--- config.mk ---
export PLATFORM = sky130hd
export DESIGN_NAME = huffman_decoder_flat
export DESIGN_NICKNAME = d
export VERILOG_FILES = /design/src/rtl/huffman_decoder_pkg.sv /design/src/rtl/huffman_decoder_if.sv /design/src/rtl/huffman_decoder_match.sv /design/src/rtl/huffman_decoder.sv /design/src/flat_wrapper.sv
export SDC_FILE = /design/constraint.sdc
export NUM_CORES = 1
export LEC_CHECK = 0
export CAP_MARGIN = 20
export CORE_MARGIN = 8
export CORE_UTILIZATION = 41
export DETAILED_ROUTE_END_ITERATION = 8
export PLACE_DENSITY = 0.69
export SLEW_MARGIN = 20
export SYNTH_ARGS = -nofsm -noshare
export SYNTH_HDL_FRONTEND = slang
export SYNTH_HIERARCHICAL = 1
export SYNTH_SLANG_ARGS = --single-unit
--- constraint.sdc ---
create_clock -name clk -period 3.2 [get_ports clk]
set_input_delay 0.48 -clock clk [delete_from_list [all_inputs] [get_ports clk]]
set_output_delay 0.48 -clock clk [all_outputs]
set_load 0.01 [all_outputs]
--- src/rtl/huffman_decoder_pkg.sv ---
// Shared constants, FSM encoding and helpers for the Huffman decoder slice.
// Symbol index width is fixed at 3 bits regardless of NSYM.
package huffman_decoder_pkg;

    localparam int unsigned NSYM = 6;
    localparam int unsigned CW   = 8;
    localparam int unsigned IDXW = 3;
    localparam int unsigned LENW = 4;

    localparam logic [LENW-1:0] LEN_MAX = LENW'(CW);

    typedef enum logic [1:0] {
        ST_IDLE = 2'd0,
        ST_RUN  = 2'd1,
        ST_ERR  = 2'd2
    } state_t;

    // Mask with the low 'len' bits set; built bitwise so len == CW needs no wider temp.
    function automatic logic [CW-1:0] mask_of_len(input logic [LENW-1:0] len);
        logic [CW-1:0] m;
        m = '0;
        for (int unsigned i = 0; i < CW; i++) begin
            m[i] = (i < 32'(len));
        end
        return m;
    endfunction

endpackage

--- src/rtl/huffman_decoder_if.sv ---
// Table-load, serial-bit and symbol-output signals of the Huffman decoder.
// The master side drives tables and bits; the slave side is the decoder.
interface huffman_decoder_if;
    import huffman_decoder_pkg::*;

    logic                 tbl_valid;
    logic [NSYM*CW-1:0]   hc_tbl;
    logic [NSYM*CW-1:0]   m_tbl;
    logic                 bit_in;
    logic                 bit_valid;
    logic                 bit_ready;
    logic                 sym_valid;
    logic [IDXW-1:0]      sym_idx;
    logic                 err;
    logic                 pending;

    modport master (
        output tbl_valid, hc_tbl, m_tbl, bit_in, bit_valid,
        input  bit_ready, sym_valid, sym_idx, err, pending
    );

    modport slave (
        input  tbl_valid, hc_tbl, m_tbl, bit_in, bit_valid,
        output bit_ready, sym_valid, sym_idx, err, pending
    );

endinterface

--- src/rtl/huffman_decoder_match.sv ---
// Combinational code-table lookup: finds the lowest-index entry whose length
// equals nlen and whose code equals the masked accumulator.
module huffman_match
    import huffman_decoder_pkg::*;
(
    input  logic [CW-1:0]       nacc_i,
    input  logic [LENW-1:0]     nlen_i,
    input  logic [NSYM*CW-1:0]  hc_i,
    input  logic [NSYM*CW-1:0]  m_i,
    output logic                hit_o,
    output logic [IDXW-1:0]     idx_o
);

    logic [CW-1:0] want_mask;

    always_comb begin
        want_mask = mask_of_len(nlen_i);
        hit_o     = 1'b0;
        idx_o     = '0;
        for (int unsigned i = 0; i < NSYM; i++) begin
            if (!hit_o
                && (m_i[i*CW +: CW] != '0)
                && (m_i[i*CW +: CW] == want_mask)
                && ((nacc_i & m_i[i*CW +: CW]) == hc_i[i*CW +: CW])) begin
                hit_o = 1'b1;
                idx_o = IDXW'(i);
            end
        end
    end

endmodule

--- src/rtl/huffman_decoder.sv ---
// Serial MSB-first Huffman decoder: latches a HC/M code table, shifts in one
// bit per transfer and emits a registered one-cycle symbol pulse on a match.
module huffman_decoder
    import huffman_decoder_pkg::*;
(
    input  logic               clk,
    input  logic               reset,
    huffman_decoder_if.slave   bus
);

    state_t               state_q, state_d;
    logic [NSYM*CW-1:0]   hc_q, hc_d;
    logic [NSYM*CW-1:0]   m_q, m_d;
    // Only CW-1 bits are held: a full CW-bit accumulation either matches or errors.
    logic [CW-2:0]        acc_q, acc_d;
    logic [LENW-1:0]      len_q, len_d;
    logic                 err_q, err_d;
    logic                 sym_valid_q, sym_valid_d;
    logic [IDXW-1:0]      sym_idx_q, sym_idx_d;
    logic                 pending_q, pending_d;

    logic [CW-1:0]        nacc;
    logic [LENW-1:0]      nlen;
    logic                 hit;
    logic [IDXW-1:0]      hit_idx;
    logic                 xfer;
    logic                 overflow;

    assign nacc     = {acc_q, bus.bit_in};
    assign nlen     = len_q + 1'b1;
    assign xfer     = bus.bit_valid & bus.bit_ready & ~bus.tbl_valid;
    assign overflow = xfer & ~hit & (nlen == LEN_MAX);

    huffman_match u_match (
        .nacc_i (nacc),
        .nlen_i (nlen),
        .hc_i   (hc_q),
        .m_i    (m_q),
        .hit_o  (hit),
        .idx_o  (hit_idx)
    );

    always_ff @(posedge clk or posedge reset) begin
        if (reset) begin
            state_q <= ST_IDLE;
        end else begin
            state_q <= state_d;
        end
    end

    always_comb begin
        state_d = state_q;
        if (bus.tbl_valid) begin
            state_d = ST_RUN;
        end else if ((state_q == ST_RUN) && overflow) begin
            state_d = ST_ERR;
        end
    end

    always_comb begin
        bus.bit_ready = (state_q == ST_RUN);
    end

    always_comb begin
        hc_d        = hc_q;
        m_d         = m_q;
        acc_d       = acc_q;
        len_d       = len_q;
        err_d       = err_q;
        sym_valid_d = 1'b0;
        sym_idx_d   = sym_idx_q;
        if (bus.tbl_valid) begin
            hc_d  = bus.hc_tbl;
            m_d   = bus.m_tbl;
            acc_d = '0;
            len_d = '0;
            err_d = 1'b0;
        end else if (xfer) begin
            if (hit) begin
                sym_valid_d = 1'b1;
                sym_idx_d   = hit_idx;
                acc_d       = '0;
                len_d       = '0;
            end else if (overflow) begin
                err_d = 1'b1;
                acc_d = '0;
                len_d = '0;
            end else begin
                acc_d = nacc[CW-2:0];
                len_d = nlen;
            end
        end
        pending_d = (len_d != '0);
    end

    always_ff @(posedge clk or posedge reset) begin
        if (reset) begin
            hc_q        <= '0;
            m_q         <= '0;
            acc_q       <= '0;
            len_q       <= '0;
            err_q       <= 1'b0;
            sym_valid_q <= 1'b0;
            sym_idx_q   <= '0;
            pending_q   <= 1'b0;
        end else begin
            hc_q        <= hc_d;
            m_q         <= m_d;
            acc_q       <= acc_d;
            len_q       <= len_d;
            err_q       <= err_d;
            sym_valid_q <= sym_valid_d;
            sym_idx_q   <= sym_idx_d;
            pending_q   <= pending_d;
        end
    end

    assign bus.sym_valid = sym_valid_q;
    assign bus.sym_idx   = sym_idx_q;
    assign bus.err       = err_q;
    assign bus.pending   = pending_q;

endmodule

--- src/flat_wrapper.sv ---
// flat-port wrapper written by rule: the top's interface ports become plain ports
module huffman_decoder_flat import huffman_decoder_pkg::*;
  (clk, reset, bus_tbl_valid, bus_hc_tbl, bus_m_tbl, bus_bit_in, bus_bit_valid, bus_bit_ready, bus_sym_valid, bus_sym_idx, bus_err, bus_pending);
  huffman_decoder_if bus_i ();
  input  logic clk;
  input  logic reset;
  input wire logic [$bits(bus_i.tbl_valid)-1:0] bus_tbl_valid;
  input wire logic [$bits(bus_i.hc_tbl)-1:0] bus_hc_tbl;
  input wire logic [$bits(bus_i.m_tbl)-1:0] bus_m_tbl;
  input wire logic [$bits(bus_i.bit_in)-1:0] bus_bit_in;
  input wire logic [$bits(bus_i.bit_valid)-1:0] bus_bit_valid;
  output wire logic [$bits(bus_i.bit_ready)-1:0] bus_bit_ready;
  output wire logic [$bits(bus_i.sym_valid)-1:0] bus_sym_valid;
  output wire logic [$bits(bus_i.sym_idx)-1:0] bus_sym_idx;
  output wire logic [$bits(bus_i.err)-1:0] bus_err;
  output wire logic [$bits(bus_i.pending)-1:0] bus_pending;
  assign bus_i.tbl_valid = bus_tbl_valid;
  assign bus_i.hc_tbl = bus_hc_tbl;
  assign bus_i.m_tbl = bus_m_tbl;
  assign bus_i.bit_in = bus_bit_in;
  assign bus_i.bit_valid = bus_bit_valid;
  assign bus_bit_ready = bus_i.bit_ready;
  assign bus_sym_valid = bus_i.sym_valid;
  assign bus_sym_idx = bus_i.sym_idx;
  assign bus_err = bus_i.err;
  assign bus_pending = bus_i.pending;
  huffman_decoder u_core (.clk(clk), .reset(reset), .bus(bus_i));
endmodule
After elaboration in Yosys (flattened, before gate mapping)
Cells that the tools add are included.
{"block": "op_classes", "addsub": 1, "order_cmp": 8, "n_eq_ne": 15, "muxes": 28, "bitwise": 12, "reduce_logical": 35}
{"operator": "$eq A8 B8 Y1", "n": 12}
{"operator": "$and A8 B8 Y8", "n": 6}
{"operator": "$reduce_bool A8 Y1", "n": 6}
{"operator": "$mux W7", "n": 4}
{"operator": "$logic_and A1 B1 Y1", "n": 18}
{"operator": "$lt A3 B4 Y1 const A", "n": 4}
{"operator": "$mux W4", "n": 4}
{"operator": "$mux W1", "n": 14}
{"operator": "$mux W3", "n": 4}
{"operator": "$lt A1 B4 Y1 const A", "n": 2}
{"operator": "$lt A2 B4 Y1 const A", "n": 2}
{"operator": "$reduce_and A3 Y1", "n": 2}
{"operator": "$reduce_bool A2 Y1", "n": 3}
{"operator": "$logic_not A1 Y1", "n": 5}
{"operator": "$add A4 B1 Y4 const B", "n": 1}
{"operator": "$and A1 B1 Y1", "n": 4}
{"operator": "$eq A4 B4 Y1 const B", "n": 1}
{"operator": "$mux W2", "n": 2}
{"operator": "$reduce_bool A4 Y1", "n": 1}
{"operator": "$eq A2 B1 Y1 const B", "n": 1}
{"operator": "$ne A2 B2 Y1 const B", "n": 1}
{"operator": "$not A1 Y1", "n": 2}
{"block": "word_totals", "regBits": 115, "inputBits": 101, "output_inout_bits": 7, "elab_cells": 108}

Logic depth before layout (Yosys ltp)
{"block": "depth", "word_depth": 39, "depth_mapped": 17, "mapped_depth_nobuf": 13}

By module
The synthesis kept the hierarchy.
{"module": "huffman_decoder", "n_inst": 1, "cells_each": 283, "area_per_inst_um2": 4495.6, "seq_area_each_um2": 2877.8}
{"module": "huffman_match", "n_inst": 1, "cells_each": 276, "area_per_inst_um2": 1717.9, "seq_area_each_um2": 0.0}

Worst setup path after synthesis
Ideal clock, no wire load.
{"block": "synth_path", "path_kind": "reg2reg", "startpoint": "register u_core.len_q[1]", "endpoint": "register u_core.pending_q (netlist: u_core/bus.pending)", "setup_ns": 0.129, "arrival_time_ns": 3.305, "t_required_ns": 3.071, "setup_slack_ns": -0.234, "path_stages_with_launch": 15, "n_path_buf": 2, "synth_period_minus_slack_ns": 3.434, "path_cell_list": "dfrtp_1 > ha_1 > buf_4 > xor2_1 > a211o_1 > buf_6 > a211oi_2 > a21oi_1 > or4_4 > o41ai_2 > nor3b_1 > nand2_1 > nor3_4 > nor3b_2 > a2111o_1"}
{"block": "synth_between", "elab_chain_cells": 39, "elab_cells_between_ends": 52, "classes_between": "add/sub (1); order compare (8); eq/ne (7); mux (10); bitwise (3); reduce/logical (23)"}
{"element": "start: declaration", "line_no": "huffman_decoder.sv:16", "rtl": "logic [LENW-1:0] len_q, len_d;"}
{"element": "start signal: assignment", "line_no": "huffman_decoder.sv:110", "rtl": "len_q <= len_d;"}
{"element": "$add A4 B1 Y4 (*)", "line_no": "huffman_decoder.sv:30", "rtl": "assign nlen = len_q + 1'b1;"}
{"element": "net u_core.nlen[2]", "line_no": "huffman_decoder.sv:23", "rtl": "logic [LENW-1:0] nlen;"}
{"element": "$lt A1 B4 Y1, or another cell as far along", "line_no": "huffman_decoder_pkg.sv:23", "rtl": "m[i] = (i < 32'(len));"}
{"element": "$eq A8 B8 Y1", "line_no": "huffman_decoder_match.sv:23", "rtl": "&& (m_i[i*CW +: CW] == want_mask)"}
{"element": "$logic_and A1 B1 Y1", "line_no": "huffman_decoder_match.sv:23"}
{"element": "$logic_and A1 B1 Y1", "line_no": "huffman_decoder_match.sv:24", "rtl": "&& ((nacc_i & m_i[i*CW +: CW]) == hc_i[i*CW +: CW])) begin"}
{"element": "$mux W1", "line_no": "huffman_decoder_match.sv:21", "rtl": "if (!hit_o"}
{"element": "$logic_not A1 Y1", "line_no": "huffman_decoder_match.sv:21"}
{"element": "(+24 left out)"}
{"element": "net u_core.hit", "line_no": "huffman_decoder.sv:24", "rtl": "logic hit;"}
{"element": "$not A1 Y1", "line_no": "huffman_decoder.sv:32", "rtl": "assign overflow = xfer & ~hit & (nlen == LEN_MAX);"}
{"element": "$and A1 B1 Y1 (2 in a row)", "line_no": "huffman_decoder.sv:32"}
{"element": "$mux W4", "line_no": "huffman_decoder.sv:84", "rtl": "end else if (overflow) begin"}
{"element": "$mux W4 (*)", "line_no": "huffman_decoder.sv:79", "rtl": "if (hit) begin"}
{"element": "$mux W4 (*)", "line_no": "huffman_decoder.sv:78", "rtl": "end else if (xfer) begin"}
{"element": "$mux W4 (*)", "line_no": "huffman_decoder.sv:72", "rtl": "if (bus.tbl_valid) begin"}
{"element": "$reduce_bool A4 Y1 (*)", "line_no": "huffman_decoder.sv:93", "rtl": "pending_d = (len_d != '0);"}
{"element": "net u_core.pending_d", "line_no": "huffman_decoder.sv:20", "rtl": "logic pending_q, pending_d;"}
{"element": "end signal: assignment", "line_no": "huffman_decoder.sv:114", "rtl": "pending_q <= pending_d;"}
{"element": "end: declaration", "line_no": "huffman_decoder.sv:20"}
Mark *: on every way through the listed nets, which the timed path passes. The rest lies on a longest branch.
A chain may end at the register's enable or synchronous reset.

Worst setup path in the final report
{"block": "layout_path", "startpoint": "register u_core.len_q[0]", "endpoint": "register u_core.pending_q (netlist: u_core/bus.pending)"}
The elaborated chain is that of the path after synthesis.

==> qor.yml <==
outcome:
  run_status: "finished with violations"
  violations: "setup timing"
finish:
  syn_to_final_growth_pct: 43.4
  diodes: 0
  drive_gt1_frac: 0.348
  instances_no_fill: 927
  nNetsFinal: 832
  final_area_um2: 8910
routing:
  vias: 5280
  drc_errors: 0
  routed_via_density: 5.70
  dr.pass1.iters: 5
  first_iter_violations: 468
  wl_um: 18800
  ant_nets: 0
  wl_per_cell_um: 20.3
critical_path:
  critPathMaxFanout: 6
  crit_path_start_kind: "flip-flop"
  cp.required_ps: 3490
  path_class: "reg2reg"
  end_kind: "flip-flop"
  worstPathArrival_ps: 3660
pwr:
  pwr-share-comb: 0.164
  switching_share: 0.257
  p_sw_uw: 1150
  power_density_nw_per_um2: 501
  ir_drop_mv: 0.373
  p_leak_uw: 0.00359
  pwr-share-clk: 0.444
  p_int_uw: 3320
  power_frac_seq: 0.393
timing:
  max_freq_ghz: 0.297
  fin_skew_ps: 8.70
  rsz0062_at_grt: "true"
  slew_violations: 0
  hold_slack_ps: 520
  min_period_ps: 3370
  worst_slack_ps: -169
  timing_hold_violations_final: 0
  min_period_over_period: 1.05
  slew_headroom: 0.585
  worst_pin_slew_ps: 613
  setup_viol: 13
placed_design:
  dp.cells: 875
  place_congestion: 0.904
  port_buffers: 107
  dp_hpwl_um: 13300
  place_ws_ps: -270
  placed_cell_area_um2: 7790
floorplan:
  io_pins: 108
  die_y_um: 139
  coreArea_um2: 15000
  start_util: 0.413
  fp-row-count: 45
  fp.dieW_um: 139
  die_area_um2: 19400
global_routing:
  overflow: 0
  grt_pass1_vias: 5510
  grt_first_pass_wirelength_um: 29800
  grt_usage: 0.195
  grt_max_degree: 116
  antenna_found_initial: 0
hold_path:
  hold_class: "reg2reg"
clocking:
  cts_buffer_depth: 2
  clock_latency_ps: 420
  cts_tree: "done"
  cts-buffers-inserted: 17
  root_buffer: "clkbuf_16"
  cts_hold_buf: 0
  cts_sinks: 115
  path_clk_slew_ps: 50
  htree_levels: 4
yosys:
  synthAdderAreaFrac: 0.00403
  yosysTopAreaCellShare: 0.463
  synth.area.mux_share: 0.181
  yosysWarnings: 6
  synth-seq-area-share: 0.463
  synth_top_family_by_area: "multiplexers"
  ys_types: 65
  syn_avg_cell_area_um2: 11.1
  synth_edf_count: 0
  ys_ff_latch: 115
  yosysTopAreaCell: "dfrtp_1"
  synth_compound_area_frac: 0.139
  yosys.area_share.simple: 0.120
  syn_area_um2: 6210
  synthXorXnorAreaFrac: 0.0550
  async_flop_share: 1.00
  syn-instance-count: 559
  synth_area_leaders: "dfrtp_1, mux2_2, xnor2_1"
  ys.flop_type: "dfrtp_1"
  synth_nets: 662
job:
  cap_violations: 0
-- metrics by stage --
| step | power, uW | TNS, ps | utilization |
|---|---|---|---|
| 2_1_floorplan | 2110 | 0 | - |
| 3_3_place_gp | 2390 | -1460 | 0.518 |
| 3_5_place_dp | 2420 | -2530 | 0.518 |
| 4_1_cts | 4450 | -774 | 0.577 |
| 5_1_grt | 4630 | -3020 | 0.593 |
| 6_report | 4470 | -1320 | 0.593 |
-- routing by layer --
layer	wire length, um	up-vias	GRT usage
met5	0	-	0
met4	465	0	0.0711
met3	1110	49	0.0513
met2	9110	194	0.321
met1	8150	2629	0.243
li1	-	2408	-
-- synth_stat cells, types with 6 or more instances --
master	instances
nor4_1	12
nor2_1	17
a21oi_1	27
nor3_1	14
mux2_2	99
xnor2_1	29
and3_1	11
nand3_1	9
a31oi_1	12
o22ai_1	6
inv_1	13
o21ai_0	13
a22o_1	10
buf_2	12
nand2_1	36
dfrtp_1	115
xor2_1	10
clkbuf_1	15
-- critical path, cell delays in order (launching register included) --
cell	delay (ps)
dfrtp_2	460
ha_4	200
xor2_4	210
buf_4	150
buf_4	130
buf_4	140
nor4_2	330
a31oi_2	60
nor4_1	220
and4_2	330
a31oi_4	120
nand2_2	150
nor3_4	60
nor3b_4	180
buf_6	140
a2111o_1	360
-- area by class of cell --
| class | count | area [um2] |
|---|---|---|
| Clock buffer | 20 | 447 |
| Multi-Input combinational cell | 397 | 3420 |
| Sequential cell | 115 | 2880 |
| Fill cell | 1227 | 6120 |
| Clock inverter | 9 | 158 |
| Timing Repair Buffer | 185 | 1720 |
| Inverter | 13 | 52.6 |
| Tap cell | 188 | 235 |
-- worst paths after layout --
check,startpoint,endpoint,slack (ps),depth (start not counted)
max in group asynchronous,reset,u_core/len_q[1],2090,3
hold / removal,u_core/bus.err,u_core/bus.err,520,2
setup / recovery,u_core/len_q[0],u_core/bus.pending,-170,15
min in group asynchronous,reset,u_core/hc_q[26],570,3
hold reg to reg,u_core/bus.err,u_core/bus.err,520,2
setup reg to reg,u_core/len_q[0],u_core/bus.pending,-170,15
-- cell usage in the layout, fill, tap and decap left out, types with 3 or more instances in the layout --
master | Yosys | final
nor3_1 | 14 | 11
o22ai_1 | 6 | 6
a211oi_2 | 1 | 4
xnor2_1 | 29 | 27
a2111oi_1 | 0 | 3
a21oi_1 | 27 | 24
a31oi_4 | 0 | 3
or3_1 | 5 | 3
xor2_1 | 10 | 9
clkdlybuf4s50_1 | 0 | 106
dfrtp_1 | 115 | 113
a22o_1 | 10 | 10
mux2_2 | 99 | 96
nor2_1 | 17 | 16
o21ai_0 | 13 | 11
a21oi_2 | 1 | 4
nor2b_1 | 4 | 4
a221oi_1 | 5 | 3
a21bo_2 | 4 | 4
bufinv_16 | 0 | 4
nand4_1 | 5 | 5
nor4_1 | 12 | 10
nand2_1 | 36 | 35
clkbuf_16 | 0 | 17
o31ai_1 | 4 | 4
inv_1 | 13 | 12
buf_4 | 1 | 67
a21o_1 | 5 | 5
clkinvlp_4 | 0 | 3
a31oi_1 | 12 | 8
nand3_1 | 9 | 8
and3_1 | 11 | 11
mux2_4 | 0 | 3
buf_6 | 4 | 10
-- sequential cells by signal, summed over array words and instances, names as in the netlist --
signal,flops
u_core/bus.sym_idx,3
u_core/len_q,4
u_core/m_q,48
u_core/acc_q,7
u_core/bus.sym_valid,1
u_core/hc_q,48
u_core/bus.pending,1
u_core/state_q,2
u_core/bus.err,1
-- kinds of logic (layout without fill, tap and decap cells) --
group,after synthesis,in the layout
simple gates,135,135
mux,100,100
fa+ha+maj,2,2
buf+inv,47,227
xor+xnor,39,39
flops,115,115
compound gates,121,121
-- power by group through the flow --
stage	sequential, uW	clock (uW)	combinational, uW
2_1_floorplan	1710	0	405
3_3_place_gp	1760	0	633
3_5_place_dp	1770	0	650
4_1_cts	1750	2010	688
5_1_grt	1780	2070	787
6_report	1750	1980	731
-- what timing repair did --
| action | in CTS | in global routing |
|---|---|---|
| setup endpoints to repair | 15 | 18 |
| pin swaps | 11 | 20 |
| gates resized for setup | 29 | 40 |
| setup buffers | 18 | 7 |
Note: power is estimated with default switching activity, not from simulation.
